### src/rtl/uart_mmio_fifo_if.sv
// CPU-side bus and UART-side handshakes for uart_mmio_fifo.
// master = CPU/UART pair driving the block, slave = the block itself.
interface uart_mmio_fifo_if #(
    parameter int DATA_W = 8
);
    logic              stall;
    logic              sel;
    logic [3:0]        addr;
    logic              wr_en;
    logic              rd_en;
    logic [31:0]       wdata;
    logic [31:0]       rdata;
    logic [DATA_W-1:0] tx_data;
    logic              tx_valid;
    logic              tx_ready;
    logic [DATA_W-1:0] rx_data;
    logic              rx_valid;
    logic              rx_ready;

    modport master (
        output stall, sel, addr, wr_en, rd_en, wdata, tx_ready, rx_data, rx_valid,
        input  rdata, tx_data, tx_valid, rx_ready
    );

    modport slave (
        input  stall, sel, addr, wr_en, rd_en, wdata, tx_ready, rx_data, rx_valid,
        output rdata, tx_data, tx_valid, rx_ready
    );
endinterface

### src/rtl/uart_mmio_fifo.sv
// Memory-mapped UART block with TX/RX FIFOs, sticky error flags and a cycle counter.
// Optional TX->RX loopback is built only when UART_LOOPBACK_EN is defined.
module uart_mmio_fifo #(
    parameter int DEPTH  = 8,
    parameter int DATA_W = 8
) (
    input  logic            clk,
    input  logic            rst,
    uart_mmio_fifo_if.slave bus
);
    localparam int PTR_W = $clog2(DEPTH);
    localparam int CNT_W = PTR_W + 1;
    localparam logic [CNT_W-1:0] FULL_CNT = CNT_W'(DEPTH);

    localparam logic [3:0] ADDR_TX_STAT = 4'd0;
    localparam logic [3:0] ADDR_RX_STAT = 4'd1;
    localparam logic [3:0] ADDR_TX_DATA = 4'd2;
    localparam logic [3:0] ADDR_RX_DATA = 4'd3;
    localparam logic [3:0] ADDR_CYCLE   = 4'd4;
    localparam logic [3:0] ADDR_CTRL    = 4'd5;

    logic access;
    logic rd_acc;
    logic wr_acc;
    logic ctrl_wr;
    logic flag_clr;
    logic cnt_clr;

    logic [DATA_W-1:0] tx_mem [DEPTH];
    logic [PTR_W-1:0]  tx_wr_ptr;
    logic [PTR_W-1:0]  tx_rd_ptr;
    logic [CNT_W-1:0]  tx_count;
    logic              tx_full;
    logic              tx_empty;
    logic              tx_push_req;
    logic              tx_push;
    logic              tx_pop;
    logic              tx_drop_set;
    logic              tx_drop;
    logic [DATA_W-1:0] tx_head;

    logic [DATA_W-1:0] rx_mem [DEPTH];
    logic [PTR_W-1:0]  rx_wr_ptr;
    logic [PTR_W-1:0]  rx_rd_ptr;
    logic [CNT_W-1:0]  rx_count;
    logic              rx_full;
    logic              rx_empty;
    logic              rx_push;
    logic              rx_pop;
    logic              rx_ovf_set;
    logic              rx_ovf;
    logic [DATA_W-1:0] rx_push_data;

    logic              loopback;
    logic              lb_move;
    logic [31:0]       cycle_cnt;
    logic [31:0]       read_word;
    logic [31:0]       rdata_q;
    logic              unused_wdata;

    assign access   = bus.sel & ~bus.stall & (bus.rd_en | bus.wr_en);
    assign rd_acc   = access & bus.rd_en;
    assign wr_acc   = access & bus.wr_en;
    assign ctrl_wr  = wr_acc & (bus.addr == ADDR_CTRL);
    assign flag_clr = ctrl_wr & bus.wdata[0];
    assign cnt_clr  = wr_acc & (bus.addr == ADDR_CYCLE);
    assign unused_wdata = ^bus.wdata[31:DATA_W];

`ifdef UART_LOOPBACK_EN
    always_ff @(posedge clk) begin
        if (!rst) begin
            loopback <= 1'b0;
        end else if (ctrl_wr) begin
            loopback <= bus.wdata[1];
        end
    end

    assign lb_move = loopback & ~tx_empty & ~rx_full;
`else
    assign loopback = 1'b0;
    assign lb_move  = 1'b0;
`endif

    function automatic logic [CNT_W-1:0] next_count(input logic [CNT_W-1:0] cnt,
                                                    input logic push, input logic pop);
        logic [CNT_W-1:0] res;
        res = cnt;
        if (push && !pop) begin
            res = cnt + CNT_W'(1);
        end else if (pop && !push) begin
            res = cnt - CNT_W'(1);
        end
        return res;
    endfunction

    // TX side: a pop frees a slot on the same edge, so a full FIFO can still accept a write
    assign tx_full     = (tx_count == FULL_CNT);
    assign tx_empty    = (tx_count == '0);
    assign tx_head     = tx_mem[tx_rd_ptr];
    assign bus.tx_valid = rst & ~tx_empty & ~loopback;
    assign bus.tx_data  = tx_head;
    assign tx_pop      = lb_move | (bus.tx_valid & bus.tx_ready);
    assign tx_push_req = wr_acc & (bus.addr == ADDR_TX_DATA);
    assign tx_push     = tx_push_req & (~tx_full | tx_pop);
    assign tx_drop_set = tx_push_req & tx_full & ~tx_pop;

    assign rx_full      = (rx_count == FULL_CNT);
    assign rx_empty     = (rx_count == '0);
    assign bus.rx_ready = rst & ~rx_full & ~loopback;
    assign rx_push      = lb_move | (bus.rx_valid & bus.rx_ready);
    assign rx_push_data = lb_move ? tx_head : bus.rx_data;
    assign rx_pop       = rd_acc & (bus.addr == ADDR_RX_DATA) & ~rx_empty;
    assign rx_ovf_set   = bus.rx_valid & ~bus.rx_ready;

    always_ff @(posedge clk) begin
        if (tx_push) begin
            tx_mem[tx_wr_ptr] <= bus.wdata[DATA_W-1:0];
        end
        if (rx_push) begin
            rx_mem[rx_wr_ptr] <= rx_push_data;
        end
    end

    always_ff @(posedge clk) begin
        if (!rst) begin
            tx_wr_ptr <= '0;
            tx_rd_ptr <= '0;
            tx_count  <= '0;
            rx_wr_ptr <= '0;
            rx_rd_ptr <= '0;
            rx_count  <= '0;
        end else begin
            if (tx_push) tx_wr_ptr <= tx_wr_ptr + PTR_W'(1);
            if (tx_pop)  tx_rd_ptr <= tx_rd_ptr + PTR_W'(1);
            if (rx_push) rx_wr_ptr <= rx_wr_ptr + PTR_W'(1);
            if (rx_pop)  rx_rd_ptr <= rx_rd_ptr + PTR_W'(1);
            tx_count <= next_count(tx_count, tx_push, tx_pop);
            rx_count <= next_count(rx_count, rx_push, rx_pop);
        end
    end

    // A set event in the same cycle as a clear leaves the flag set
    always_ff @(posedge clk) begin
        if (!rst) begin
            tx_drop   <= 1'b0;
            rx_ovf    <= 1'b0;
            cycle_cnt <= '0;
        end else begin
            tx_drop   <= tx_drop_set | (tx_drop & ~flag_clr);
            rx_ovf    <= rx_ovf_set | (rx_ovf & ~flag_clr);
            cycle_cnt <= cnt_clr ? 32'd0 : cycle_cnt + 32'd1;
        end
    end

    always_comb begin
        read_word = '0;
        case (bus.addr)
            ADDR_TX_STAT: read_word = {14'b0, tx_drop, 1'b0, 8'(tx_count), 7'b0, ~tx_full};
            ADDR_RX_STAT: read_word = {13'b0, loopback, 1'b0, rx_ovf, 8'(rx_count), 7'b0, ~rx_empty};
            ADDR_RX_DATA: read_word = rx_empty ? 32'd0 : 32'(rx_mem[rx_rd_ptr]);
            ADDR_CYCLE:   read_word = cycle_cnt;
            default:      read_word = '0;
        endcase
    end

    always_ff @(posedge clk) begin
        if (!rst) begin
            rdata_q <= '0;
        end else if (rd_acc) begin
            rdata_q <= read_word;
        end
    end

    assign bus.rdata = rdata_q;
endmodule

### src/flat_wrapper.sv
// flat-port wrapper written by rule: the top's interface ports become plain ports
module uart_mmio_fifo_flat 
#(
    parameter int DEPTH  = 8,
    parameter int DATA_W = 8
)
  (clk, rst, bus_stall, bus_sel, bus_addr, bus_wr_en, bus_rd_en, bus_wdata, bus_tx_ready, bus_rx_data, bus_rx_valid, bus_rdata, bus_tx_data, bus_tx_valid, bus_rx_ready);
  uart_mmio_fifo_if #(.DATA_W(DATA_W)) bus_i ();
  input  logic clk;
  input  logic rst;
  input wire logic [$bits(bus_i.stall)-1:0] bus_stall;
  input wire logic [$bits(bus_i.sel)-1:0] bus_sel;
  input wire logic [$bits(bus_i.addr)-1:0] bus_addr;
  input wire logic [$bits(bus_i.wr_en)-1:0] bus_wr_en;
  input wire logic [$bits(bus_i.rd_en)-1:0] bus_rd_en;
  input wire logic [$bits(bus_i.wdata)-1:0] bus_wdata;
  input wire logic [$bits(bus_i.tx_ready)-1:0] bus_tx_ready;
  input wire logic [$bits(bus_i.rx_data)-1:0] bus_rx_data;
  input wire logic [$bits(bus_i.rx_valid)-1:0] bus_rx_valid;
  output wire logic [$bits(bus_i.rdata)-1:0] bus_rdata;
  output wire logic [$bits(bus_i.tx_data)-1:0] bus_tx_data;
  output wire logic [$bits(bus_i.tx_valid)-1:0] bus_tx_valid;
  output wire logic [$bits(bus_i.rx_ready)-1:0] bus_rx_ready;
  assign bus_i.stall = bus_stall;
  assign bus_i.sel = bus_sel;
  assign bus_i.addr = bus_addr;
  assign bus_i.wr_en = bus_wr_en;
  assign bus_i.rd_en = bus_rd_en;
  assign bus_i.wdata = bus_wdata;
  assign bus_i.tx_ready = bus_tx_ready;
  assign bus_i.rx_data = bus_rx_data;
  assign bus_i.rx_valid = bus_rx_valid;
  assign bus_rdata = bus_i.rdata;
  assign bus_tx_data = bus_i.tx_data;
  assign bus_tx_valid = bus_i.tx_valid;
  assign bus_rx_ready = bus_i.rx_ready;
  uart_mmio_fifo #(.DEPTH(DEPTH), .DATA_W(DATA_W)) u_core (.clk(clk), .rst(rst), .bus(bus_i));
endmodule
### config.mk
export PLATFORM = sky130hd
export DESIGN_NAME = uart_mmio_fifo_flat
export DESIGN_NICKNAME = d
export VERILOG_FILES = /design/src/rtl/uart_mmio_fifo_if.sv /design/src/rtl/uart_mmio_fifo.sv /design/src/flat_wrapper.sv
export SDC_FILE = /design/constraint.sdc
export NUM_CORES = 1
export LEC_CHECK = 0
export BUFFER_PORTS_ARGS = -buffer_cell sky130_fd_sc_hd__buf_2
export CORE_UTILIZATION = 58
export DETAILED_ROUTE_END_ITERATION = 8
export PLACE_DENSITY = 0.79
export SLEW_MARGIN = 0
export SYNTH_ARGS = -nofsm -noshare
export SYNTH_HDL_FRONTEND = slang
export SYNTH_SLANG_ARGS = --single-unit
export TNS_END_PERCENT = 20
### constraint.sdc
create_clock -name clk -period 3.8 [get_ports clk]
set_input_delay 0.38 -clock clk [delete_from_list [all_inputs] [get_ports clk]]
set_output_delay 0.38 -clock clk [all_outputs]
set_load 0.01 [all_outputs]
==> results.txt <==
Sequential share of the synthesized area = 63.96%
Initial DRC Count = 483
P_leak = 0.003509 uW
Core box area = 14750 um^2
Asr flop ratio synth = 0%
Final Hold Fails = 0
Crit Path Category = reg -> reg
Antenna Cells = 0
TritonRoute pass-1 iters = 8
Startpoint types = flip-flop
Clock transition at path regs = 0.06 ns
Slew headroom = 32.21%
Post-Syn Area = 8889 um^2
Hold WC Path Type = in -> reg
Number of synthesized flops with an enable pin = 128
Num CTS Buffers = 22
Min Tclk post-route = 2.788 ns
Worst Max-Slew Pin Slew = 1.014 ns
Via/cell ratio = 6.131
Yosys cell types = 49
Syn nets = 712
Area of the multi-input gates = 3007 um^2
RR Endpoint = u_core.rx_count[3]$_SDFFE_PN0P_
Pin count of the biggest net entering global routing = 31
Final TNS setup = 0 ns
Share of cells above drive strength 1 = 22.59%
Gpl congestion = 0.8765
Row Count = 44
Hold path depth = 1
H-tree level count = 1
IO Count = 94
Reg2Reg Setup Slack = 1.01 ns
# DRC = 0
Nets@finish = 786
Fin area = 10180 um^2
Die height = 125.8 um
Cts repair resizes = 0
CTS Sinks = 220
Fmax = 0.3587 GHz
WL/cell = 19.03 um
Starting Density = 60.24%
Reg2Reg Launch Point = u_core.rx_count[0]$_SDFFE_PN0P_
Postcts setup bufs = 0
CTS tree = built
FF+latch area = 5685 um^2
HP Start = bus_rx_data[5]
Longest Clk Path Bufs = 3
DP HPWL = 11.41 mm
Syn Area/Cell = 13.74 um^2
Critical Path AT = 3.21 ns
Core Util, Final = 68.98%
Area Overhead vs Synth = 14.50%
WL final = 17.49 mm
CP max FO = 7
PD cells = 491.7 nW/um^2
Worst Hold End = u_core.rx_mem[1][5]$_DFFE_PP_
Total power = 5005 uW
Floorplan die width = 125.8 um
Fillers = 1001
CP endpoint kind = flip-flop
Global-route wire length before repair = 28.73 mm
PortBufs = 69
Final ANT Viol Nets = 0
Worst clock skew = 0.007433 ns
Clock latency at the later pin of the worst-skew pair = 0.50 ns
Hold bufs inserted after CTS = 0
WP data required = 4.23 ns
Yosys Warn Count = 0
Tcrit/Tclk final = 73.37%
Max_cap viols = 0
Area post-placement = 9459 um^2
Total number of vias = 5634
Gr usage total = 23.15%
Final Max Slew Viols = 0
GR Overflow Total = 0
Status = finished clean
Vias in the first global route = 5673
Final setup viols = 0
Initial antenna violation count = 0
Top_reg_cell synth = edfxtp_1
Cell count after synthesis = 647
VDD IR max = 467.2 uV
Seq cells post-synth = 220
Reg2Reg Depth = 9
Unrepaired setup endpoints after global routing = false
Clock tree root buffer cell = clkbuf_16
Die area = 15820 um^2
==> layout make-up <==
type | instances | area share (%)
clock buffer | 26 | 5.766
clock inverter | 12 | 1.291
inverter | 11 | 0.4057
multi-input combinational | 377 | 29.54
sequential | 220 | 55.86
tap | 184 | 2.262
timing repair buffer | 89 | 4.868
==> layout by cell type (no fill, tap or decap), drive strengths merged, types with 8 or more instances in the layout <==
master,n
a21oi,26
a22oi,25
buf,89
clkbuf,26
clkinv,9
dfxtp,92
edfxtp,128
ha,11
inv,11
mux2,8
mux2i,18
mux4,32
nand2,32
nand3,11
nand4,8
nor2,71
nor3,10
o31ai,13
or4,17
xnor2,12
xor2,9
==> report_power, final <==
part	switching, uW	total [uW]	internal, uW
Clock	841	2140	1300
Combinational	158	278	120
Sequential	33.5	2590	2550
==> cells by family after synthesis <==
family	count (synthesis)	share of synthesized area, %
adders and majority gates	13	1.999
and+or+nand+nor	189	11.08
buffers and inverters	50	2.210
DFF	220	63.96
AOI/OAI and AO/OA	96	7.531
xor gates and xnor gates	21	2.069
muxes	58	11.15
==> synthesized netlist by cell type, types with 3 or more instances <==
master,instances,share of area [%]
dfxtp_1,92,21
buf_1,6,0.25
nand4_1,7,0.49
nand3_1,11,0.62
nor4bb_1,4,0.45
edfxtp_1,128,43
mux2_2,8,1.0
a21o_1,3,0.25
ha_1,11,1.5
nor3b_1,3,0.25
nand2_1,32,1.4
nor4_1,3,0.21
or4_1,17,1.4
inv_1,11,0.46
nand2b_1,7,0.49
o21ai_0,6,0.34
a22oi_1,25,2.1
mux4_2,32,8.1
and2_1,4,0.28
a221oi_1,3,0.30
nor3_1,10,0.56
xnor2_1,12,1.2
buf_2,7,0.39
or3_1,4,0.28
clkbuf_1,26,1.1
mux2i_1,18,2.0
o31ai_1,13,1.1
a21oi_1,26,1.5
a211oi_1,4,0.34
nor2_1,71,3.0
o22ai_1,7,0.49
a222oi_1,4,0.45
xor2_1,9,0.89
==> metal layers <==
layer / part of all wire [%] / GRT usage, %
met4: 2.5 / 7.016
met3: 5.0 / 3.781
met2: 50 / 40.69
met5: 0 / 0
met1: 42 / 29.67
==> worst max-delay path, cell delays in order (launching register included) <==
cell and delay, ns:
dfxtp_1 0.38, or4b_1 0.61, and3_1 0.31, ha_1 0.23, inv_1 0.13, ha_1 0.25, a21o_1 0.18, a21oi_1 0.17
mux2i_1 0.26, mux2i_1 0.20
==> state kept, by name, summed over array words and instances (netlist names), named ones only <==
register / cells
u_core.tx_mem: 64
u_core.cycle_cnt: 32
u_core.rx_wr_ptr: 3
u_core.rx_count: 4
u_core.bus.rdata: 32
u_core.tx_drop: 1
u_core.rx_mem: 64
u_core.rx_ovf: 1
u_core.rx_rd_ptr: 3
u_core.tx_wr_ptr: 3
u_core.tx_rd_ptr: 3
u_core.tx_count: 4
==> how the worst max path moves through the flow <==
stage,from,endpoint,cells past startpoint
floorplan,bus_addr[0],u_core.tx_mem[0][0]$_DFFE_PP_,4
global placement,bus_addr[0],u_core.tx_count[3]$_SDFFE_PN0P_,10
detailed placement,bus_addr[0],u_core.tx_count[3]$_SDFFE_PN0P_,10
CTS,u_core.rx_count[0]$_SDFFE_PN0P_,u_core.rx_count[3]$_SDFFE_PN0P_,9
global route,u_core.rx_count[0]$_SDFFE_PN0P_,u_core.rx_count[3]$_SDFFE_PN0P_,9
finish,u_core.rx_count[0]$_SDFFE_PN0P_,u_core.rx_count[3]$_SDFFE_PN0P_,9
==> per-stage QoR <==
stage                     cells  worst slack [ns]  hold slack, ns
final                       919             1.012          0.1441
after CTS                   919             1.014          0.1324
after global routing        919            0.8519          0.1535
after floorplan             647            0.9150          0.4297
after global placement      881            0.7967          0.4562
after detailed placement    881            0.6954          0.4563
Power figures use the tool's default switching activity.
